<file path="src/rtl/synth_pkg.sv">
// Shared definitions for the MIDI note-event producer.
// Contents: MIDI status nibbles, the realtime threshold, the parser/allocator
// FSM state type, and a width helper for down-stream counters.
package synth_pkg;

  localparam logic [3:0] NOTE_ON      = 4'h9;
  localparam logic [3:0] NOTE_OFF     = 4'h8;
  localparam logic [7:0] REALTIME_MIN = 8'hF8;

  typedef enum logic [2:0] {
    IDLE,
    DATA1,
    DATA2,
    SCAN,
    COMMIT,
    HOLD
  } state_t;

  // Bits needed for a counter running 0..n-1 (at least one bit).
  function automatic int unsigned cnt_width(input int unsigned n);
    return (n < 2) ? 1 : $clog2(n);
  endfunction

endpackage

</file>
<file path="src/rtl/midi_note_event_gen_if.sv">
// Note-event bus between the MIDI byte source and the note-event generator.
// master: drives the byte stream and channel select, observes the note event.
// slave : the generator; consumes bytes, drives busy/overflow and the note
//         event (note_on, cur_key_adr, cur_key_val, cur_vel_on, keys_on).
interface midi_note_event_gen_if #(
  parameter int unsigned VOICES  = 8,
  parameter int unsigned V_WIDTH = 3
);

  logic               midi_byte_valid;
  logic [7:0]         midi_byte;
  logic [3:0]         midi_channel;
  logic               busy;
  logic               overflow;
  logic               note_on;
  logic [V_WIDTH-1:0] cur_key_adr;
  logic [7:0]         cur_key_val;
  logic [7:0]         cur_vel_on;
  logic [VOICES-1:0]  keys_on;

  modport master (
    output midi_byte_valid, midi_byte, midi_channel,
    input  busy, overflow, note_on, cur_key_adr, cur_key_val, cur_vel_on, keys_on
  );

  modport slave (
    input  midi_byte_valid, midi_byte, midi_channel,
    output busy, overflow, note_on, cur_key_adr, cur_key_val, cur_vel_on, keys_on
  );

endinterface

</file>
<file path="src/rtl/midi_voice_alloc.sv">
// Voice allocator: key table, per-voice gate bitmap and round-robin steal
// pointer.
// Ports:
//   clk, reset  : clock, synchronous active-high reset
//   scan_en     : one voice examined per cycle, index scan_idx (0 first)
//   key         : key number of the current message
//   commit_en   : apply the current message this cycle
//   commit_on   : message is a Note On (else Note Off)
//   keys_on     : per-voice gate bitmap (changes only on commit)
//   hit         : scan found an active voice holding key
//   target      : voice chosen by the scan (match, else free, else steal)
module midi_voice_alloc
  import synth_pkg::*;
#(
  parameter int unsigned VOICES  = 8,
  parameter int unsigned V_WIDTH = 3
) (
  input  logic               clk,
  input  logic               reset,
  input  logic               scan_en,
  input  logic [V_WIDTH-1:0] scan_idx,
  input  logic [6:0]         key,
  input  logic               commit_en,
  input  logic               commit_on,
  output logic [VOICES-1:0]  keys_on,
  output logic               hit,
  output logic [V_WIDTH-1:0] target
);

  logic [6:0]         key_tab [VOICES];
  logic               m_found, f_found;
  logic [V_WIDTH-1:0] m_idx, f_idx, steal_ptr;
  logic               hit_now, free_now, first;

  always_comb begin
    hit_now  = keys_on[scan_idx] && (key_tab[scan_idx] == key);
    free_now = !keys_on[scan_idx];
    first    = (scan_idx == '0);
  end

  assign hit = m_found;

  always_comb begin
    target = steal_ptr;
    if (m_found)      target = m_idx;
    else if (f_found) target = f_idx;
  end

  always_ff @(posedge clk) begin
    if (reset) begin
      keys_on   <= '0;
      m_found   <= 1'b0;
      f_found   <= 1'b0;
      m_idx     <= '0;
      f_idx     <= '0;
      steal_ptr <= '0;
      for (int unsigned i = 0; i < VOICES; i++) key_tab[i] <= '0;
    end else begin
      if (scan_en) begin
        // Voice 0 restarts the search; later voices only fill an empty slot,
        // so the lowest matching/free index wins.
        if ((first || !m_found) && hit_now) begin
          m_found <= 1'b1;
          m_idx   <= scan_idx;
        end else if (first) begin
          m_found <= 1'b0;
        end
        if ((first || !f_found) && free_now) begin
          f_found <= 1'b1;
          f_idx   <= scan_idx;
        end else if (first) begin
          f_found <= 1'b0;
        end
      end
      if (commit_en) begin
        if (commit_on) begin
          key_tab[target] <= key;
          keys_on[target] <= 1'b1;
          if (!m_found && !f_found) steal_ptr <= steal_ptr + 1'b1;
        end else if (m_found) begin
          keys_on[m_idx] <= 1'b0;
        end
      end
    end
  end

endmodule

</file>
<file path="src/rtl/midi_note_event_gen.sv">
// MIDI note-event generator: parses a MIDI byte stream, extracts Note On/Off
// for one channel, allocates a voice and presents the event frozen for
// HOLD_CYCLES so a slower domain can capture it with a two-flop sync.
// Ports:
//   sys_clk : sole clock
//   reset   : synchronous active-high reset
//   bus     : slave side of midi_note_event_gen_if (byte input, channel,
//             busy/overflow, note_on, cur_key_adr/val, cur_vel_on, keys_on)
module midi_note_event_gen
  import synth_pkg::*;
#(
  parameter int unsigned VOICES      = 8,
  parameter int unsigned V_WIDTH     = 3,
  parameter int unsigned HOLD_CYCLES = 2048
) (
  input logic                 sys_clk,
  input logic                 reset,
  midi_note_event_gen_if.slave bus
);

  localparam int unsigned HW = cnt_width(HOLD_CYCLES);

  state_t             state;
  logic [3:0]         status_hi;
  logic               rs_valid;
  logic [6:0]         key;
  logic [7:0]         vel;
  logic [V_WIDTH-1:0] scan_idx;
  logic [HW-1:0]      hold_cnt;
  logic               note_on, overflow;
  logic [V_WIDTH-1:0] cur_key_adr;
  logic [7:0]         cur_key_val, cur_vel_on;
  logic [VOICES-1:0]  keys_on;
  logic               busy, accept, is_rt, is_note, commit_on, hit;
  logic [V_WIDTH-1:0] target;

  always_comb begin
    busy      = (state == SCAN) || (state == COMMIT) || (state == HOLD);
    accept    = bus.midi_byte_valid && !busy;
    is_rt     = (bus.midi_byte >= REALTIME_MIN);
    is_note   = ((bus.midi_byte[7:4] == NOTE_ON) || (bus.midi_byte[7:4] == NOTE_OFF))
                && (bus.midi_byte[3:0] == bus.midi_channel);
    commit_on = (status_hi == NOTE_ON) && (vel != '0);
  end

  midi_voice_alloc #(
    .VOICES (VOICES),
    .V_WIDTH(V_WIDTH)
  ) u_alloc (
    .clk      (sys_clk),
    .reset    (reset),
    .scan_en  (state == SCAN),
    .scan_idx (scan_idx),
    .key      (key),
    .commit_en(state == COMMIT),
    .commit_on(commit_on),
    .keys_on  (keys_on),
    .hit      (hit),
    .target   (target)
  );

  always_ff @(posedge sys_clk) begin
    if (reset) begin
      state       <= IDLE;
      status_hi   <= '0;
      rs_valid    <= 1'b0;
      key         <= '0;
      vel         <= '0;
      scan_idx    <= '0;
      hold_cnt    <= '0;
      note_on     <= 1'b0;
      overflow    <= 1'b0;
      cur_key_adr <= '0;
      cur_key_val <= '0;
      cur_vel_on  <= '0;
    end else begin
      if (bus.midi_byte_valid && busy) overflow <= 1'b1;
      case (state)
        IDLE, DATA1, DATA2: begin
          if (accept && !is_rt) begin
            if (bus.midi_byte[7]) begin
              if (is_note) begin
                status_hi <= bus.midi_byte[7:4];
                rs_valid  <= 1'b1;
                state     <= DATA1;
              end else begin
                rs_valid <= 1'b0;
                state    <= IDLE;
              end
            end else if (state == DATA2) begin
              vel      <= bus.midi_byte;
              scan_idx <= '0;
              state    <= SCAN;
            end else if ((state == DATA1) || rs_valid) begin
              // In IDLE a data byte under running status acts as data1.
              key   <= bus.midi_byte[6:0];
              state <= DATA2;
            end
          end
        end
        SCAN: begin
          scan_idx <= scan_idx + 1'b1;
          if (scan_idx == V_WIDTH'(VOICES - 1)) state <= COMMIT;
        end
        COMMIT: begin
          hold_cnt <= '0;
          if (commit_on) begin
            note_on     <= 1'b1;
            cur_key_adr <= target;
            cur_key_val <= {1'b0, key};
            cur_vel_on  <= vel;
            state       <= HOLD;
          end else if (hit) begin
            cur_key_adr <= target;
            cur_key_val <= {1'b0, key};
            state       <= HOLD;
          end else begin
            state <= IDLE;
          end
        end
        HOLD: begin
          if (hold_cnt == HW'(HOLD_CYCLES - 1)) begin
            note_on <= 1'b0;
            state   <= IDLE;
          end else begin
            hold_cnt <= hold_cnt + 1'b1;
          end
        end
        default: state <= IDLE;
      endcase
    end
  end

  assign bus.busy        = busy;
  assign bus.overflow    = overflow;
  assign bus.note_on     = note_on;
  assign bus.cur_key_adr = cur_key_adr;
  assign bus.cur_key_val = cur_key_val;
  assign bus.cur_vel_on  = cur_vel_on;
  assign bus.keys_on     = keys_on;

endmodule
</file>
<file path="src/flat_wrapper.sv">
// flat-port wrapper written by rule: the top's interface ports become plain ports
module midi_note_event_gen_flat import synth_pkg::*;
#(
  parameter int unsigned VOICES      = 8,
  parameter int unsigned V_WIDTH     = 3,
  parameter int unsigned HOLD_CYCLES = 2048
)
  (sys_clk, reset, bus_midi_byte_valid, bus_midi_byte, bus_midi_channel, bus_busy, bus_overflow, bus_note_on, bus_cur_key_adr, bus_cur_key_val, bus_cur_vel_on, bus_keys_on);
  midi_note_event_gen_if #(.VOICES(VOICES), .V_WIDTH(V_WIDTH)) bus_i ();
  input logic sys_clk;
  input logic reset;
  input wire logic [$bits(bus_i.midi_byte_valid)-1:0] bus_midi_byte_valid;
  input wire logic [$bits(bus_i.midi_byte)-1:0] bus_midi_byte;
  input wire logic [$bits(bus_i.midi_channel)-1:0] bus_midi_channel;
  output wire logic [$bits(bus_i.busy)-1:0] bus_busy;
  output wire logic [$bits(bus_i.overflow)-1:0] bus_overflow;
  output wire logic [$bits(bus_i.note_on)-1:0] bus_note_on;
  output wire logic [$bits(bus_i.cur_key_adr)-1:0] bus_cur_key_adr;
  output wire logic [$bits(bus_i.cur_key_val)-1:0] bus_cur_key_val;
  output wire logic [$bits(bus_i.cur_vel_on)-1:0] bus_cur_vel_on;
  output wire logic [$bits(bus_i.keys_on)-1:0] bus_keys_on;
  assign bus_i.midi_byte_valid = bus_midi_byte_valid;
  assign bus_i.midi_byte = bus_midi_byte;
  assign bus_i.midi_channel = bus_midi_channel;
  assign bus_busy = bus_i.busy;
  assign bus_overflow = bus_i.overflow;
  assign bus_note_on = bus_i.note_on;
  assign bus_cur_key_adr = bus_i.cur_key_adr;
  assign bus_cur_key_val = bus_i.cur_key_val;
  assign bus_cur_vel_on = bus_i.cur_vel_on;
  assign bus_keys_on = bus_i.keys_on;
  midi_note_event_gen #(.VOICES(VOICES), .V_WIDTH(V_WIDTH), .HOLD_CYCLES(HOLD_CYCLES)) u_core (.sys_clk(sys_clk), .reset(reset), .bus(bus_i));
endmodule
</file>
<file path="config.mk">
export PLATFORM = sky130hd
export DESIGN_NAME = midi_note_event_gen_flat
export DESIGN_NICKNAME = d
export VERILOG_FILES = /design/src/rtl/synth_pkg.sv /design/src/rtl/midi_note_event_gen_if.sv /design/src/rtl/midi_voice_alloc.sv /design/src/rtl/midi_note_event_gen.sv /design/src/flat_wrapper.sv
export SDC_FILE = /design/constraint.sdc
export NUM_CORES = 1
export LEC_CHECK = 0
export ABC_AREA = 1
export CAP_MARGIN = 5
export CORE_MARGIN = 5
export CORE_UTILIZATION = 25
export CTS_CLUSTER_DIAMETER = 80
export CTS_CLUSTER_SIZE = 12
export DETAILED_ROUTE_END_ITERATION = 10
export GPL_TIMING_DRIVEN = 0
export PLACE_DENSITY_LB_ADDON = 0.12
export SLEW_MARGIN = 20
export SYNTH_ARGS = -nofsm -noshare
export SYNTH_HDL_FRONTEND = slang
export SYNTH_SLANG_ARGS = --single-unit
</file>
<file path="constraint.sdc">
create_clock -name sys_clk -period 1.8 [get_ports sys_clk]
set_clock_uncertainty 0.15 [all_clocks]
set_input_delay 0.36 -clock sys_clk [delete_from_list [all_inputs] [get_ports sys_clk]]
set_output_delay 0.36 -clock sys_clk [all_outputs]
set_load 0.01 [all_outputs]
</file>
==> run metrics, run 1 <==
Hold Path Stages 2; gpl congestion 0.782; DRC 0; CP max FO 7; Place WS -792 ps; pin count of the biggest net entering global routing 17; area grow syn2layout 57.0%; peak supply drop 0.000629 V; worst min-delay path category input pin to flip-flop; Pre-antenna DRT Iters 5; core footprint ~0.025 mm2; register area share after synthesis 49.9%; critical path type flip-flop to flip-flop; failing checks negative setup slack; startpoint types flip-flop; Setup Viol. Count Final 130; slew of the pin with the lowest slew margin 1120 ps; Crit path required time 1770 ps; layout cells sized above 1 approximately two fifths; gr ovfl total 0; Ports 45; routed wire length per instance 16.4 um; Global Route Usage Sum between 10% and 20%; antenna violations before repair 0; clock sink count between 100 and 150; clock slew at reported path FFs 60 ps; RSZ-0062 raised after global routing true; # H-tree levels 4; top-count cell post-synth nand2_1; Total Power between 7 and 8 mW; status complete, but fails checks; Final #Nets roughly 1000; synth top area cells edfxtp_1 26%, dfxtp_1 24%, nand2_1 12%, nor2_1 7.0%, nand3_1 6.0%; final worst slack -150 ps; Post-Syn Instances roughly 840; worst skew pair latency 420 ps; fmax 513 MHz; largest area contributor in the netlist edfxtp_1; Post-synth top flop dfxtp_1; Initial Util 25.5%; r2r worst-path depth 7; Data arrival, critical path 1920 ps; # rows 58; yosys warns 0; Via Count 5961; CTS buffer count 17; PD cells 723 mW/mm2; critical path capture point type flip-flop; Final Hold Viols 0; dpl hpwl 15000 um; Die ar. roughly 0.029 mm2; Synth Area per Inst 7.73 um2; fin util 40.0%; synthesized area 0.00646 mm2; Synth top cells by count 211 x nand2_1, 121 x nor2_1, 87 x inv_1; WL final 21600 um; max cap viols 0; FF+latch count, synth approximately 130; # fillers 2570; vias in the first global route 5966; ant diodes 0; port buffer count 41; clk root buf clkbuf_16; Slew HR 25.6%; final period utilization 108%; clk buf depth 2; Pleak 3.94 nW; crit path time final 1950 ps; Final Slew Violations 0; die height 171 um; DRT iter0 DRCs 272; area share of the largest cell type after synthesis 26.0%; Seq. cell area 0.00327 mm2; CTS tree yes; Chip Width about 170 um; asr flop ratio synth 0%; final setup TNS -14040 ps; DR vias/cell 4.52; Netlist cell types 45; post-route ant nets 0; global-route wire length before repair 33300 um; area of the multi-input gates roughly 0.004 mm2; Post-synth EDFFs 56
[sequential cells by signal (all words and copies together) (netlist names), named ones only]
signal,flops
u_core.state,3
u_core.key,7
u_core.vel,7
u_core.bus.cur_vel_on,7
u_core.u_alloc.keys_on,8
u_core.bus.cur_key_adr,3
u_core.u_alloc.key_tab,56
u_core.u_alloc.f_found,1
u_core.u_alloc.m_idx,3
u_core.status_hi,4
u_core.u_alloc.hit,1
u_core.u_alloc.steal_ptr,3
u_core.bus.note_on,1
u_core.bus.overflow,1
u_core.hold_cnt,11
u_core.u_alloc.f_idx,3
u_core.rs_valid,1
u_core.bus.cur_key_val,7
u_core.scan_idx,3
[timing repair]
action                                  4_1_cts  5_1_grt
endpoints found under the setup margin      204      173
pin swaps                                    62       47
gates resized for setup                     251      211
hold buffers                                  0        0
gates cloned                                  1        3
buffers inserted                             52       25
[routing by layer]
metal	vias to the layer above	share of wire, %	GRT usage [%]
met5	-	0	0
met4	0	1.8	4.24
met3	26	2.5	2.70
met2	95	49	25.4
met1	2822	46	19.8
li1	3018	-	-
[metrics by stage]
stage	std cells	hold WS, ps	cell area (um2)
2_1_floorplan	836	268	6530
3_3_place_gp	1207	280	7350
3_5_place_dp	1207	290	7350
4_1_cts	1291	19.8	9180
5_1_grt	1319	24.9	10100
6_report	1319	30.1	10100
[critical path, cell delays in order, from the launching register on]
cell and delay (ps):
dfxtp_4 390, clkinvlp_4 180, buf_6 160, o21ai_4 220, clkinv_4 150, nor2_4 190, nand2_8 90, nand2_8 110
[cell usage in the layout, fill, tap and decap left out, types with 31 or more instances in the layout]
cell type / count
a21oi_1: 44
dfxtp_1: 59
nand3_1: 46
edfxtp_1: 56
inv_1: 74
nor2_4: 51
buf_4: 50
nor2_1: 55
nand2_1: 157
nand2_2: 31
[path summary, 6_finish.rpt]
path         slack [ps]                           end                     start
min reg2reg         310      u_core.bus.cur_vel_on[3]  u_core.bus.cur_vel_on[3]
max                -150  u_core.u_alloc.key_tab[5][3]        u_core.u_alloc.hit
min                  30           u_core.status_hi[0]                     reset
max reg2reg        -150  u_core.u_alloc.key_tab[5][3]        u_core.u_alloc.hit
[cell families after synthesis]
logic type / share of synthesized area, %
AOI/OAI and AO/OA: 9.30
xor gates and xnor gates: 0.543
adders and majority gates: 0.969
buffers and inverters: 8.39
DFF: 49.9
other: 0.0581
and+or+nand+nor: 30.8
[report_power, final]
group	total (mW)	internal [mW]	switching, mW
Clock	3.30	1.90	1.40
Sequential	3.25	3.20	0.0483
Combinational	0.787	0.301	0.487
Total	7.33	5.40	1.94
[cell type report]
cell class | count | area share, %
inverter | 93 | 3.85
clock buffer | 17 | 4.20
sequential | 133 | 32.3
buffer | 31 | 3.12
tap | 330 | 4.07
multi-input combinational | 578 | 39.2
timing repair buffer | 122 | 12.1
clock inverter | 15 | 1.25
No activity file was read; power rests on OpenSTA's default activity.
==> inputs of run 2 (changes only) <==
SKIP_CTS_REPAIR_TIMING = 1   (was not set)
==> run 2 against run 1 <==
Against the previous run:
- the run still ends with negative setup slack left
- final cell count fell by 0.76%
- register-to-register slack got worse by 30 ps
- global-route usage fell by 0.62 points
- combinational power fell by 7.4%
- fmax fell by 1.3%
==> run metrics, run 2 (synthesis gave the netlist of run 1 again) <==
crit-path max cell delay 380 ps (about the same); CTS tree yes; Ports 45 (unchanged); Place WS -792 ps (unchanged); Hold Path Stages 2 (unchanged); worst skew pair latency 430 ps (about the same); Final #Nets 986 (-1.0%); critical path type flip-flop to flip-flop; Crit path required time 1780 ps (about the same); Reg-to-Reg End u_core.u_alloc.key_tab[3][4]; routed wire length per instance 16.5 um (+0.93%); clk buf depth 2 (unchanged); peak supply drop 0.000643 V (+2.2%); core footprint 0.0253 mm2 (unchanged); Global Route Usage Sum 14.4% (-0.62 points); clock sink count 133 (unchanged); fmax 506 MHz (-1.3%); Top delay family on crit path simple AND/OR/NAND/NOR gates; Pre-antenna DRT Iters 5 (unchanged); dpl hpwl 15000 um (unchanged); DRC 0 (unchanged); Final Hold Viols 0 (unchanged); RSZ-0062 raised after global routing true; slowest CP cell dfxtp_4; top flop regs u_core.u_alloc.key_tab (56), u_core.hold_cnt (11), u_core.u_alloc.keys_on (8); ant diodes 0 (unchanged); gpl congestion 0.782 (unchanged); failing checks negative setup slack; Slew HR 27.3% (+1.7 points); DRT iter0 DRCs 384 (+41%); fin cells 1309 (-0.76%); layout cells sized above 1 34.4% (-5.2 points); Die ar. 0.0291 mm2 (unchanged); Via Count 5922 (-0.65%); Setup Viol. Count Final 118 (-9.2%); # fillers 2575 (+0.19%); flop2flop setup slack -180 ps (-30 ps); Placed Instances 1207 (unchanged); DR vias/cell 4.52 (+0.10%); final period utilization 110% (+1.4 points); critical path capture point type flip-flop; antenna violations before repair 0 (unchanged); Data arrival, critical path 1960 ps (+40 ps); # H-tree levels 4 (unchanged); slew of the pin with the lowest slew margin 1090 ps (-25.9 ps); gr ovfl total 0 (unchanged); Chip Width 171 um (unchanged); area of the multi-input gates 0.00373 mm2 (-6.3%); Largest Register u_core.u_alloc.key_tab; critical path buffer and inverter count 1 (-2); critical-path cell list or2_4 -> o211ai_1 -> o21ai_4 -> inv_2 -> nand2_4 -> nor2_4 -> nand2_8 -> nand2_8; r2r worst-path depth 8 (+1); CTS buffer count 17 (unchanged); Top cell by count, worst path nand2_8; hold path endpoint u_core.status_hi[0]; crit path time final 1980 ps (+26.1 ps); global-route wire length before repair 31800 um (-4.5%); PD cells 744 mW/mm2 (+2.9%); max FFs per register 56 (unchanged); status complete, but fails checks; area post-placement 0.00735 mm2 (unchanged); Pleak 4.19 nW (+6.5%); min-delay src reset; die height 171 um (unchanged); post-route ant nets 0 (unchanged); WL final 21600 um (+0.17%); Seq. cell area 0.00327 mm2 (about the same); clock slew at reported path FFs 60 ps (about the same); final worst slack -176 ps (-26.1 ps); max cap viols 0 (unchanged); commonest non-fill, non-tap cell in the layout nand2_1; startpoint types flip-flop; port buffer count 41 (unchanged); FF-to-FF Start u_core.u_alloc.f_found; clk root buf clkbuf_16; vias in the first global route 5578 (-6.5%); CP max FO 7 (unchanged); worst min-delay path category input pin to flip-flop; pin count of the biggest net entering global routing 17 (unchanged); area grow syn2layout 51.9%; Initial Util 25.5% (unchanged); # rows 58 (unchanged); Final Slew Violations 0 (unchanged); leading cell types in the layout, fill and taps excluded 165 x nand2_1, 72 x inv_1, 64 x nor2_1; finished layout cell area 0.00981 mm2 (-3.3%)
run 2: layout make-up:
type | count | share of cell area (%)
multi-input cells | 578 | 38.0
flip-flops and latches | 133 | 33.3
repair buffers | 111 | 12.1
clock buffers | 17 | 4.34
well taps | 330 | 4.21
inverters | 93 | 3.98
plain buffers | 31 | 2.72
clock inverters | 15 | 1.29
repair inverters | 1 | 0.0765
run 2: power breakdown:
| group | switching, mW | total (mW) | internal (mW) |
|---|---|---|---|
| combinational | 0.457 | 0.729 | 0.272 |
| clock | 1.42 | 3.32 | 1.90 |
| sequential | 0.0571 | 3.25 | 3.20 |
run 2: metrics by stage:
step / power, mW / hold WS, ps / utilization (%) / setup TNS [ps]
CTS: 7.14 / 26.4 / 31.2 / -77680
global placement: 3.83 / 280 / 29.0 / -81880
finish: 7.30 / 28.0 / 38.7 / -13450
global route: 7.58 / 26.8 / 38.7 / -24210
detailed placement: 3.82 / 290 / 29.0 / -82380
floorplan: 3.63 / 268 / - / -2310
run 2: metal layers:
metal  GRT usage [%]  vias to the layer above  part of all wire, %
met3            2.59                       18                  3.9
li1                -                     2994                    -
met2            23.6                      115                   48
met1            19.3                     2795                   46
met4            4.93                        0                  1.3
met5               0                        -                    0
run 2: worst max-delay path by stage:
| stage | start | end | slack, ps | cells past startpoint |
|---|---|---|---|---|
| 6_report | u_core.u_alloc.f_found | u_core.u_alloc.key_tab[3][4] | -180 | 8 |
| 5_1_grt | u_core.u_alloc.f_found | u_core.u_alloc.key_tab[5][3] | -240 | 8 |
| 4_1_cts | u_core.status_hi[0] | u_core.u_alloc.key_tab[6][6] | -800 | 8 |
| 3_5_place_dp | u_core.status_hi[0] | u_core.u_alloc.key_tab[6][0] | -790 | 8 |
| 3_3_place_gp | u_core.status_hi[0] | u_core.u_alloc.key_tab[6][0] | -780 | 8 |
| 2_1_floorplan | u_core.state[1] | u_core.u_alloc.key_tab[6][0] | -50 | 7 |
run 2: worst reg2reg max path, stage by stage (launching register included):
cell and delay [ps]:
dfxtp_4 380, or2_4 230, o211ai_1 150, o21ai_4 130
inv_2 130, nand2_4 80, nor2_4 210, nand2_8 120
nand2_8 120
